### config.mk
export PLATFORM = sky130hd
export DESIGN_NAME = err_recovery_accum
export DESIGN_NICKNAME = d
export VERILOG_FILES = /design/src/rtl/err_recovery_accum.sv
export SDC_FILE = /design/constraint.sdc
export NUM_CORES = 1
export LEC_CHECK = 0
export BUFFER_PORTS_ARGS = -buffer_cell sky130_fd_sc_hd__buf_2
export CORE_UTILIZATION = 35
export DETAILED_ROUTE_END_ITERATION = 6
export GPL_ROUTABILITY_DRIVEN = 0
export SKIP_LAST_GASP = 1
export SYNTH_ARGS = -nofsm -noshare
export SYNTH_HDL_FRONTEND = slang
export SYNTH_SLANG_ARGS = --single-unit
### constraint.sdc
create_clock -name clk -period 4.1 [get_ports clk]
set_input_delay 0.615 -clock clk [delete_from_list [all_inputs] [get_ports clk]]
set_output_delay 0.615 -clock clk [all_outputs]
set_load 0.01 [all_outputs]
### src/rtl/err_recovery_accum.sv
// Sequential error-recovery accumulator: folds NVEC per-row-pair error vectors
// into the exact correction term C = sum_k E_k << (2+2k), one vector per cycle.
module err_recovery_accum #(
  parameter int VW        = 16,
  parameter int NVEC      = 8,
  parameter bit SKIP_ZERO = 1'b1,
  // Derived widths; keep the defaults unless VW/NVEC change.
  parameter int CW        = VW + 2*NVEC + 1,
  parameter int NW        = $clog2(NVEC + 1)
) (
  input  logic               clk,
  input  logic               rst_n,
  input  logic               in_valid,
  output logic               in_ready,
  input  logic [VW*NVEC-1:0] err_vec,
  output logic               out_valid,
  input  logic               out_ready,
  output logic [CW-1:0]      corr,
  output logic [NW-1:0]      nnz,
  output logic               err_any
);

  localparam int IW = (NVEC > 1) ? $clog2(NVEC) : 1;
  localparam int SW = IW + 2;

  typedef enum logic [1:0] {IDLE, ACCUM, DONE} state_t;

  state_t               state_reg;
  logic [VW*NVEC-1:0]   vecs_reg;
  logic [IW-1:0]        idx_reg;
  logic [CW-1:0]        acc_reg;

  logic [VW-1:0]        vec_arr [NVEC];
  logic [NVEC-1:0]      nz_mask;
  logic [NVEC-1:0]      in_nz;

  logic [IW-1:0]        first_idx;
  logic [IW-1:0]        next_idx;
  logic                 next_found;
  logic [NW-1:0]        in_cnt;
  logic [VW-1:0]        vec_sel;
  logic [SW-1:0]        shamt;
  logic [CW-1:0]        addend;
  logic [CW-1:0]        acc_sum;
  logic                 accum_last;

  genvar gi;
  generate
    for (gi = 0; gi < NVEC; gi++) begin : g_vec
      assign vec_arr[gi] = vecs_reg[gi*VW +: VW];
      assign nz_mask[gi] = |vec_arr[gi];
      assign in_nz[gi]   = |err_vec[gi*VW +: VW];
    end
  endgenerate

  // Priority scans: lowest nonzero vector of the incoming word, and the next
  // nonzero captured vector strictly above the current index.
  always_comb begin
    first_idx  = '0;
    next_idx   = '0;
    next_found = 1'b0;
    in_cnt     = '0;
    for (int k = NVEC - 1; k >= 0; k--) begin
      if (in_nz[k]) begin
        first_idx = IW'(k);
      end
      if (nz_mask[k] && (IW'(k) > idx_reg)) begin
        next_idx   = IW'(k);
        next_found = 1'b1;
      end
    end
    for (int k = 0; k < NVEC; k++) begin
      in_cnt = in_cnt + NW'(in_nz[k]);
    end
  end

  assign vec_sel = vec_arr[idx_reg];
  assign shamt   = {1'b0, idx_reg, 1'b0} + SW'(2);
  assign addend  = CW'(vec_sel) << shamt;
  assign acc_sum = acc_reg + addend;

  assign accum_last = SKIP_ZERO ? !next_found : (idx_reg == IW'(NVEC - 1));

  always_ff @(posedge clk or negedge rst_n) begin
    if (!rst_n) begin
      state_reg <= IDLE;
      vecs_reg  <= '0;
      idx_reg   <= '0;
      acc_reg   <= '0;
      in_ready  <= 1'b1;
      out_valid <= 1'b0;
      corr      <= '0;
      nnz       <= '0;
      err_any   <= 1'b0;
    end else begin
      case (state_reg)
        IDLE: begin
          if (in_valid) begin
            vecs_reg  <= err_vec;
            acc_reg   <= '0;
            nnz       <= in_cnt;
            err_any   <= |in_nz;
            idx_reg   <= SKIP_ZERO ? first_idx : '0;
            in_ready  <= 1'b0;
            state_reg <= ACCUM;
          end
        end
        ACCUM: begin
          acc_reg <= acc_sum;
          if (accum_last) begin
            corr      <= acc_sum;
            out_valid <= 1'b1;
            state_reg <= DONE;
          end else begin
            idx_reg <= SKIP_ZERO ? next_idx : (idx_reg + IW'(1));
          end
        end
        DONE: begin
          // Result is held until the consumer takes it; no new accept here.
          if (out_ready) begin
            out_valid <= 1'b0;
            in_ready  <= 1'b1;
            state_reg <= IDLE;
          end
        end
        default: begin
          state_reg <= IDLE;
          in_ready  <= 1'b1;
          out_valid <= 1'b0;
        end
      endcase
    end
  end

endmodule

### Word-level counts from Yosys, hierarchy flattened

Cells that the tools add are included.
Widths: inputs -> output; s select.

* word-level logic and storage cells: 114
* register bits after elaboration: 206
* output and inout port bits: 40

* mux-type cells: 42
* shift-type cells: 1
* eq/ne operators: 6
* magnitude comparators: 9
* bitwise operators: 4
* reduce and logical (&&, ||, !) cells: 34
* $add $sub $neg: 9

Operator list (number)
* $reduce_or 16->1: 16
* $reduce_or 128->1: 1
* $pmux 33 s2: 1
* $mux 3: 18
* $bmux 16 s3: 1
* $add 33x33->33: 1
* $mux 33: 1
* $shl 16x5->33: 1
* $mux 16: 2
* $add 4x1->4: 4
* $gt 3x3->1 const A: 4
* $mux 1: 12
* $reduce_and 3->1: 4
* $logic_and 1x1->1: 8
* $ne 2x2->1 const B: 4
* $gt 1x3->1 const A: 2
* $gt 2x3->1 const A: 2
* $mux 2: 3
* $pmux 1 s3: 2
* $pmux 2 s3: 1
* $pmux 3 s2: 1
* $reduce_and 2->1: 3
* $add 4x2->5 const B: 1
* $add 3x1->4: 1
* 9 further kinds: 11

### Depth between registers and ports, before layout

* depth in word-level cells: 12
* gate-level depth with buffers: 22

### Worst setup path after synthesis

OpenSTA, ideal clock, no wires.

* kind: flip-flop to flip-flop
* start point: register idx_reg[0]
* end point: register acc_reg[30]
* data arrival time: 4248 ps
* cell stages (with the launch flop): 21
* clock period less this slack: 4382 ps
* data required time: 3966 ps
* setup slack: -282 ps
* cells stage by stage: dfrtp_1 > buf_2 > inv_1 > buf_1 > ha_1 > clkinv_1 > clkbuf_1 > nor2_1 > nor2_1 > nand2_1 > o21ai_0 > o21ai_0 > ha_1 > a211o_1 > a21oi_1 > o21ai_1 > a2111o_1 > a211o_1 > a41oi_1 > xor2_1 > o21ai_0

* word-level cells in the longest chain between the ends: 7
* elaborated cells on any way between the ends: 8

RTL lines
* start, declared: RTL line 30 `logic [IW-1:0] idx_reg;`
* start signal, assigned: RTL line 103 `idx_reg <= SKIP_ZERO ? first_idx : '0;`
* start signal, assigned: RTL line 115 `idx_reg <= SKIP_ZERO ? next_idx : (idx_reg + IW'(1));`
* $not 3->4 (not written as such): RTL line 77 `assign vec_sel = vec_arr[idx_reg];`
* $bmux 16 s3: RTL line 77
* $mux 16 (not written as such) (2 in series): RTL line 77
* $shl 16x5->33 (*): RTL line 79 `assign addend = CW'(vec_sel) << shamt;`
* $add 33x33->33 (*): RTL line 80 `assign acc_sum = acc_reg + addend;`
* $pmux 33 s2 (*): RTL line 96 `case (state_reg)`
* end signal, assigned: RTL line 109 `acc_reg <= acc_sum;`
* end, declared: RTL line 31 `logic [CW-1:0] acc_reg;`

Mark *: on every way between the ends. The rest lies on a longest branch, timed or not. The select of a mux whose other input is x is not followed.
A chain may end at the register's enable or synchronous reset.

### Final worst setup path

* start point: register idx_reg[0]
* end point: register acc_reg[32]

The elaborated chain is that of the path after synthesis.

==> qor.yml <==
cells_and_area:
  multi_input_area_mm2: 0.00663
  stdcell_count: 2110
  final_area_mm2: 0.0152
  regArea_mm2: 0.00516
  num_antenna_cells: 0
  n_fill_cell: 3287
  layout-drive-gt1-share: 0.262
  area_delta_synth_final_pct: 27.9
  final_nets: 1822
  largest_reg_flops: 128
clocking:
  cts_inserted_buffers: 23
  cts_root_buffer: "clkbuf_16"
  cts_tree: "done"
  htree_levels: 1
  worstSkewPairLatency_ps: 540
  clockBufferDepth: 3
  clk_pin_slew_ps: 70
  cts.sinks: 206
  hold_buffers: 0
timing:
  worstMarginPinSlew_ps: 714
  finalCritPeriodShare: 0.998
  slew_violations: 0
  tns_ps: 0
  rsz0062_at_grt: "yes"
  max_freq_ghz: 0.244
  period_minus_slack_ps: 4090
  setup_ws_ps: 9.31
  fin_skew_ps: 23.8
  slew_headroom: 0.524
  setup_violations: 0
  hold_violations: 0
worst_setup_path:
  end_kind: "flop"
  start_kind: "flop"
  reg2reg_to: "acc_reg[32]"
  crit_type: "reg2reg"
  r2r_start: "idx_reg[0]"
  cp.required_ps: 4480
  r2r_cells: 16
  crit_fanout: 4
  cp.arrival_ps: 4470
  r2r_slack_ps: 9
job:
  drv_cap: 0
floorplanning:
  dieArea_mm2: 0.0347
  boundaryPins: 172
  num_rows: 67
  die_w_um: 186
  start_util: 0.356
  dieHeight_um: 186
  core_area_mm2: 0.0334
power:
  intPower_mw: 8.69
  power_frac_seq: 0.219
  power_leakage_nw: 7.41
  p_per_area_mw_per_mm2: 1010
  total_power_mw: 15.3
  peakVddDrop_uv: 642
  combPwrFrac: 0.636
  pwr-share-clk: 0.144
  swShare: 0.432
  p_switching_mw: 6.61
hold_path:
  hold_class: "in2async"
synth:
  yosysTopAreaCell: "dfrtp_1"
  synth.most_common_cell: "nand2_1"
  synth_top_area_share: 0.431
  avgSynthCellArea_um2: 8.56
  synth-edff-count: 0
  synthArstFlopShare: 1.00
  synth_cell_type_count: 62
  netlist_instances: 1390
  synthTopCellsByArea: "dfrtp_1, nand2_1, mux4_2, ha_1, o21ai_0"
  yosys_most_used_dff: "dfrtp_1"
  ys.warnings.count: 0
  synth_fp_nets: 1566
  synth_seq_cells: 206
  ys_seq_area_frac: 0.434
  syn_area_mm2: 0.0119
  synth_commonest_cells: "nand2_1, dfrtp_1, o21ai_0, nor4_1, clkbuf_1"
drt:
  drtAntennaViolNets: 0
  initialDrtViolationCount: 660
  wl_um: 37100
  vias_per_cell: 5.23
  vias: 11041
  detail_route.wl_per_cell_um: 17.6
  drcViolationCount: 0
  first_pass_iters: 5
global_routing:
  overflow: 0
  grt_max_degree: 131
  grt_pass1_vias: 10800
  track_usage: 0.212
  antenna_found_initial: 0
  grt_pass1_wl_um: 59300
placement:
  place_inst: 2057
  dpl_worst_slack_ps: -326
  hpwl_um: 28400
  place_area_mm2: 0.0140
  port_buffers: 171
status:
  outcome: "complete, no violations"
routing by layer:
metal  part of all wire  global-route usage  vias up
met5                  0                   0        -
met4              0.037              0.0718        0
met3              0.044              0.0273       72
met2               0.47               0.351      319
met1               0.45               0.287     5260
li1                   -                   -     5390
placed cells by master (no fill, tap or decap), drive strengths merged, types with 9 or more instances in the layout:
cell,n
and2,9
xnor2,12
nand2b,12
ha,39
nand3,44
mux4,27
o31ai,10
nor3,17
a21oi,47
a21o,13
o21ai,94
mux2i,39
nor4,67
nand4,17
nand2,480
clkbuf,30
xor2,12
inv,19
buf,307
nor2,55
dfrtp,205
final cells by class:
cell class	count	area share
Multi-Input combinational cell	1088	0.435
Sequential cell	206	0.339
Timing Repair Buffer	308	0.131
Clock buffer	29	0.0400
Tap cell	448	0.0368
Clock inverter	12	0.0123
Inverter	19	0.00502
per-stage QoR:
step,util,hold slack [ps]
3_5_place_dp,0.420,465
5_1_grt,0.455,103
6_report,0.455,79.0
2_1_floorplan,-,319
4_1_cts,0.449,87.1
3_3_place_gp,0.420,459
power by group through the flow:
stage / Clock, mW / Combinational, mW / Sequential (mW)
after floorplan: 0 / 5.36 / 3.08
after global placement: 0 / 8.63 / 3.37
after detailed placement: 0 / 8.82 / 3.37
after CTS: 2.25 / 9.22 / 3.34
final: 2.21 / 9.73 / 3.36
after global routing: 2.32 / 10.6 / 3.42
logic make-up (layout without fill, tap and decap cells):
kind of cell | after synthesis | count (layout) | synth area share
adder cells (fa/ha/maj) | 44 | 44 | 0.0494
multiplexers | 71 | 71 | 0.0887
flip-flops | 206 | 206 | 0.434
XOR/XNOR | 24 | 24 | 0.0177
AO/OA/AOI/OAI | 223 | 223 | 0.114
buffers and inverters | 96 | 368 | 0.0325
AND/OR/NAND/NOR | 726 | 726 | 0.265
worst max path at each step:
| stage | from | end | slack, ps | cells after the start |
|---|---|---|---|---|
| after global placement | idx_reg[0] | acc_reg[30] | -160 | 17 |
| after CTS | idx_reg[1] | acc_reg[32] | -80 | 18 |
| after floorplan | idx_reg[1] | acc_reg[30] | 7 | 21 |
| after detailed placement | idx_reg[0] | acc_reg[30] | -330 | 17 |
| after global routing | idx_reg[0] | acc_reg[32] | -110 | 16 |
| final | idx_reg[0] | acc_reg[32] | 9 | 16 |
critical path, stage by stage (launching register included):
cell,delay (ps)
dfrtp_2,410
buf_6,130
mux4_2,520
mux4_2,560
nand2_2,100
nor2_1,40
a21oi_1,140
o22ai_1,120
ha_1,310
o21a_1,130
a21oi_2,200
o21ai_2,80
a2111o_1,380
a211o_4,300
a311oi_2,230
xnor2_1,180
o21ai_1,80
timing repair:
item                                    in CTS  in global routing
setup buffers                               11                  1
gates resized for setup                     27                 42
pin swaps                                   13                 13
hold endpoints to repair                     0                  0
endpoints found under the setup margin      34                 39
No activity file was read; power rests on OpenSTA's default activity.
